**src/rtl/rgb2y_frame_lock.sv**
```systemverilog
// rgb2y_frame_lock: converts RGB888 to 8-bit BT.601 luma and measures the active video geometry.
// Video is forwarded only while the frame geometry is locked, and forwarding always starts and stops at a vs rise.
module rgb2y_frame_lock #(
   parameter int COEF_R = 77,
   parameter int COEF_G = 150,
   parameter int COEF_B = 29,
   parameter int CNT_W  = 12
) (
   input  logic             clk,
   input  logic             rst,
   input  logic [7:0]       r_i,
   input  logic [7:0]       g_i,
   input  logic [7:0]       b_i,
   input  logic             dv_i,
   input  logic             hs_i,
   input  logic             vs_i,
   output logic [7:0]       y_o,
   output logic             dv_o,
   output logic             hs_o,
   output logic             vs_o,
   output logic [CNT_W-1:0] h_active_o,
   output logic [CNT_W-1:0] v_active_o,
   output logic             locked_o
);
   typedef enum logic [1:0] {IDLE = 2'd0, MEAS = 2'd1, RUN = 2'd2} state_t;

   localparam logic [CNT_W-1:0] CNT_MAX  = {CNT_W{1'b1}};
   localparam logic [CNT_W-1:0] CNT_ZERO = {CNT_W{1'b0}};
   localparam logic [CNT_W-1:0] CNT_ONE  = {{(CNT_W-1){1'b0}}, 1'b1};

   state_t           state_r, next_state_s;
   logic             vs_q_r, dv_q_r;
   logic [CNT_W-1:0] pix_cnt_r, line_cnt_r, first_len_r;
   logic             cons_r;
   logic [CNT_W-1:0] lines_s, first_s;
   logic             cons_s, frame_ok_s, match_s, run_en_s;
   logic             vs_rise_s, dv_fall_s;
   logic [CNT_W-1:0] h_active_r, v_active_r;
   logic             locked_r;
   logic [15:0]      prod_r_r, prod_g_r, prod_b_r;
   logic [16:0]      sum_r;
   logic [2:0]       ctl1_r, ctl2_r, ctl3_r;
   logic [7:0]       y_r;

   assign vs_rise_s = vs_i & ~vs_q_r;
   assign dv_fall_s = dv_q_r & ~dv_i;

   // Frame statistics including a line that ends on this very cycle
   always_comb begin
      lines_s = line_cnt_r;
      first_s = first_len_r;
      cons_s  = cons_r;
      if (dv_fall_s) begin
         if (line_cnt_r != CNT_MAX) begin
            lines_s = line_cnt_r + CNT_ONE;
         end else begin
            lines_s = line_cnt_r;
         end
         if (line_cnt_r == CNT_ZERO) begin
            first_s = pix_cnt_r;
         end else if (pix_cnt_r != first_len_r) begin
            cons_s = 1'b0;
         end else begin
            cons_s = cons_r;
         end
      end else begin
         lines_s = line_cnt_r;
      end
   end

   assign frame_ok_s = cons_s & (lines_s != CNT_ZERO);
   assign match_s    = (first_s == h_active_r) & (lines_s == v_active_r);

   // Next-state logic; transitions happen only on a vs rise
   always_comb begin
      next_state_s = state_r;
      case (state_r)
         IDLE: begin
            if (vs_rise_s) next_state_s = MEAS;
            else           next_state_s = IDLE;
         end
         MEAS: begin
            if (vs_rise_s && frame_ok_s) next_state_s = RUN;
            else                         next_state_s = MEAS;
         end
         RUN: begin
            if (vs_rise_s && !(frame_ok_s && match_s)) next_state_s = MEAS;
            else                                       next_state_s = RUN;
         end
         default: next_state_s = IDLE;
      endcase
   end

   assign run_en_s = (next_state_s == RUN);

   // Pixel/line measurement counters
   always_ff @(posedge clk) begin
      if (rst) begin
         vs_q_r      <= 1'b0;
         dv_q_r      <= 1'b0;
         pix_cnt_r   <= CNT_ZERO;
         line_cnt_r  <= CNT_ZERO;
         first_len_r <= CNT_ZERO;
         cons_r      <= 1'b1;
      end else begin
         vs_q_r <= vs_i;
         dv_q_r <= dv_i;
         if (dv_fall_s)                         pix_cnt_r <= CNT_ZERO;
         else if (dv_i && pix_cnt_r != CNT_MAX) pix_cnt_r <= pix_cnt_r + CNT_ONE;
         if (vs_rise_s) begin
            line_cnt_r  <= CNT_ZERO;
            first_len_r <= CNT_ZERO;
            cons_r      <= 1'b1;
         end else begin
            line_cnt_r  <= lines_s;
            first_len_r <= first_s;
            cons_r      <= cons_s;
         end
      end
   end

   // FSM state, locked geometry and lock flag
   always_ff @(posedge clk) begin
      if (rst) begin
         state_r    <= IDLE;
         h_active_r <= CNT_ZERO;
         v_active_r <= CNT_ZERO;
         locked_r   <= 1'b0;
      end else begin
         state_r  <= next_state_s;
         locked_r <= run_en_s;
         if (vs_rise_s && state_r == MEAS && frame_ok_s) begin
            h_active_r <= first_s;
            v_active_r <= lines_s;
         end
      end
   end

   // Three-stage luma pipeline with gated syncs travelling alongside
   always_ff @(posedge clk) begin
      if (rst) begin
         prod_r_r <= 16'd0;
         prod_g_r <= 16'd0;
         prod_b_r <= 16'd0;
         sum_r    <= 17'd0;
         y_r      <= 8'd0;
         ctl1_r   <= 3'd0;
         ctl2_r   <= 3'd0;
         ctl3_r   <= 3'd0;
      end else begin
         prod_r_r <= 16'(r_i) * 16'(COEF_R);
         prod_g_r <= 16'(g_i) * 16'(COEF_G);
         prod_b_r <= 16'(b_i) * 16'(COEF_B);
         ctl1_r   <= {dv_i & run_en_s, hs_i & run_en_s, vs_i & run_en_s};
         sum_r    <= 17'(prod_r_r) + 17'(prod_g_r) + 17'(prod_b_r) + 17'd128;
         ctl2_r   <= ctl1_r;
         y_r      <= ctl2_r[2] ? sum_r[15:8] : 8'd0;
         ctl3_r   <= ctl2_r;
      end
   end

   assign y_o        = y_r;
   assign dv_o       = ctl3_r[2];
   assign hs_o       = ctl3_r[1];
   assign vs_o       = ctl3_r[0];
   assign h_active_o = h_active_r;
   assign v_active_o = v_active_r;
   assign locked_o   = locked_r;
endmodule
```
**config.mk**
```make
export PLATFORM = sky130hd
export DESIGN_NAME = rgb2y_frame_lock
export DESIGN_NICKNAME = d
export VERILOG_FILES = /design/src/rtl/rgb2y_frame_lock.sv
export SDC_FILE = /design/constraint.sdc
export NUM_CORES = 1
export LEC_CHECK = 0
export ABC_AREA = 1
export CORE_ASPECT_RATIO = 1.75
export CORE_UTILIZATION = 42
export CTS_CLUSTER_SIZE = 28
export DETAILED_ROUTE_END_ITERATION = 8
export PLACE_DENSITY = 0.63
export SLEW_MARGIN = 20
export SYNTH_ARGS = -nofsm -noshare
export SYNTH_HDL_FRONTEND = slang
export SYNTH_SLANG_ARGS = --single-unit
```
**constraint.sdc**
```tcl
create_clock -name clk -period 4.8 [get_ports clk]
set_input_delay 1.2 -clock clk [delete_from_list [all_inputs] [get_ports clk]]
set_output_delay 1.2 -clock clk [all_outputs]
set_load 0.1 [all_outputs]
```
==> reports/qor.txt <==
outcome -> finished clean
vias in the first global route -> 7682
Diodes inserted -> 0
largest net degree at the start of global routing -> 36
DIE HEIGHT -> 199 um
max-slew violations -> 0
Hold Fails Final Rpt -> 0
Period minus WS final -> 4.50 ns
fmax -> 222 MHz
Starting Density -> 0.430
Synth Instances -> 1198
WP data arrival -> 4.82 ns
Cell Area, Synth -> 9280 um^2
Yosys reg bits -> 134
VDD IR max -> 328 uV
CTS tree -> done
Die Area -> 22700 um^2
EDFF count, synth -> 0
worst path required time -> 5.12 ns
Final setup violation count -> 0
final worst-path cycle share -> 0.938
Syn Nets -> 1393
WS Path Type -> primary input to flop
first-pass GRT wire length -> 34300 um
DRC -> 0
initial antenna violation count -> 0
hold buffer count at CTS -> 0
vias -> 7737
Layout Skew -> 0.0134 ns
core footprint -> 21600 um^2
vias per std cell -> 4.85
Die Width -> 114 um
drt wl/cell -> 12.6 um
Layout Utilization -> 0.512
Worst slew margin -> 0.342
Final nets -> 1485
Worst Path Buf+Inv -> 6
Worst path slowest cell -> fa_1
Max-Cap Viols -> 0
worst hold start -> ctl1_r[2]$_SDFF_PP0_
CP Launch Type -> primary input
PortBufs -> 64
most used cell, CP -> inv_1
worst-skew pair later-pin latency -> 0.43 ns
top_reg_cell synth -> dfxtp_1
worst r2r src -> line_cnt_r[0]$_SDFF_PP0_
Top Family by Delay on Critical Path -> adder cells
H-Tree Depth -> 4
Area contributors post-synth -> dfxtp_1 (29%), ha_1 (17%), inv_1 (9.4%), fa_1 (8.2%), nand2_1 (7.8%)
hpwl dp -> 16300 um
layout cell share with drive strength beyond 1 -> 0.0921
Critical Path Max Stage Delay -> 0.51 ns
leakage -> 0.00556 uW
top cell type's share of synthesized area -> 0.289
Total Power -> 4500 uW
CP cell instances -> clkdlybuf4s50_1 -> ha_1 -> ha_1 -> inv_1 -> fa_1 -> fa_1 -> inv_1 -> ha_1 -> a21oi_2 -> nor2_1 -> a211oi_1 -> nand2_1 -> nand2_1 -> inv_1 -> nor2_1 -> inv_1 -> a21oi_1 -> o21bai_1 -> a21o_1 -> nand2_1 -> inv_1
RSZ-0062 raised after global routing -> false
drt first pass iters -> 4
number of buffers created by CTS -> 17
crit end category -> flop
ANT nets after route -> 0
clk buf depth -> 2
final RePlAce weighted congestion -> 0.898
synth warn -> 0
Async SR Flop Fraction -> 0
total gr overflow -> 0
GRT Overall Usage -> 0.194
post-synthesis area per instance -> 7.75 um^2
num rows -> 71
Area Growth Syn to Fin -> 19.2%
I/O pin count -> 65
Post-Route WL -> 20000 um
post-synth top area cell -> dfxtp_1
hold crit path type -> flop to flop
CTS root buf -> clkbuf_16
CTS Sinks -> 134
post-synth cell types -> 43
actual slew at the worst max-slew pin -> 0.984 ns
sequential share of the synthesized area -> 0.289
Clock Pin Slew Worst Setup and Hold Paths -> 0.06 ns
hold slack final -> 0.403 ns
PD cells -> 406 nW/um^2
CP Max Fanout -> 2
1st-iter DRT viols -> 202
crit path from -> g_i[4]
==> per-layer routing <==
layer / part of all wire / GRT usage
met1: 0.37 / 0.188
met2: 0.58 / 0.389
met3: 0.016 / 0.0268
met4: 0.034 / 0.0933
met5: 0 / 0
==> worst reg2reg max path: cells and delay by family (launching register included) <==
family	cells	cell delay, ns
AND/OR/NAND/NOR	15	1.71
flip-flops	1	0.36
buffers and inverters	3	0.25
AO/OA/AOI/OAI	1	0.27
adder cells (fa/ha/maj)	1	0.16
==> cell type report <==
cell class	instances	area (um^2)
Fill cell	2112	10500
Timing Repair Buffer	96	888
Tap cell	292	365
Clock buffer	21	470
Inverter	236	886
Clock inverter	11	196
Sequential cell	134	2680
Multi-Input combinational cell	805	5570
==> state kept, by name, indices dropped and copies added, names as in the netlist, 2 cells and up <==
register / flops
pix_cnt_r: 12
state_r: 2
line_cnt_r: 12
ctl3_r: 3
prod_r_r: 15
ctl1_r: 3
y_o: 8
h_active_o: 12
ctl2_r: 3
sum_r: 8
prod_b_r: 13
prod_g_r: 15
v_active_o: 12
first_len_r: 12
==> report_power, final <==
group / internal, uW / switching (uW) / leakage [uW]
clock: 964 / 490 / 0.000319
sequential: 1250 / 75.6 / 0.00110
combinational: 686 / 1030 / 0.00414
==> synthesized netlist by cell type, types with 10 or more instances <==
cell	n
a21oi_1	79
a21oi_2	10
dfxtp_1	134
fa_1	38
ha_1	128
inv_1	233
nand2_1	193
nand3_1	53
nand4_1	27
nor2_1	113
nor3_1	17
o21ai_0	61
xor2_1	11
==> stage by stage <==
stage	setup WS (ns)	TNS [ns]	instance area, um^2	instances
finish	0.296	0	11100	1595
global route	0.0216	0	11100	1595
CTS	0.277	0	11100	1595
detailed placement	-0.159	-0.404	10400	1563
global placement	-0.0672	-0.116	10400	1563
floorplan	0.422	0	9280	1198
==> path summary, 6_finish.rpt <==
check | endpoint | slack [ns] | cells past startpoint
min | ctl2_r[2]$_SDFF_PP0_ | 0.40 | 2
max | prod_g_r[15]$_SDFF_PP0_ | 0.30 | 21
min reg2reg | ctl2_r[2]$_SDFF_PP0_ | 0.40 | 2
max reg2reg | ctl1_r[1]$_SDFF_PP0_ | 1.98 | 20
==> kinds of logic after synthesis <==
family                     after synthesis  synth area share
buffers and inverters                  259             0.111
and+or+nand+nor                        440             0.216
AOI/OAI and AO/OA                      186             0.118
DFF                                    134             0.289
xor gates and xnor gates                13            0.0123
adders and majority gates              166             0.254
==> cells in the final DEF, fill, tap and decap left out, types with 5 or more instances in the layout <==
master | Yosys | routed
inv_1 | 233 | 233
nand2_1 | 193 | 193
dfxtp_1 | 134 | 134
ha_1 | 128 | 128
nor2_1 | 113 | 113
a21oi_1 | 79 | 78
clkdlybuf4s50_1 | 0 | 63
o21ai_0 | 61 | 61
nand3_1 | 53 | 53
fa_1 | 38 | 38
buf_4 | 2 | 31
nand4_1 | 27 | 27
nor3_1 | 17 | 17
clkbuf_16 | 0 | 17
xor2_1 | 11 | 11
a21oi_2 | 10 | 11
a211oi_2 | 9 | 9
nand2_2 | 7 | 7
o21bai_1 | 6 | 6
or2_2 | 6 | 6
nor2_2 | 6 | 6
nor2_4 | 5 | 5
a31oi_1 | 5 | 5
bufinv_16 | 0 | 5
==> repair_timing <==
| action | 4_1_cts | 5_1_grt |
|---|---|---|
| setup endpoints to repair | 0 | 1 |
| gates resized for setup | 0 | 1 |
| buffers inserted | 0 | 0 |
(Power assumes the default switching activity.)
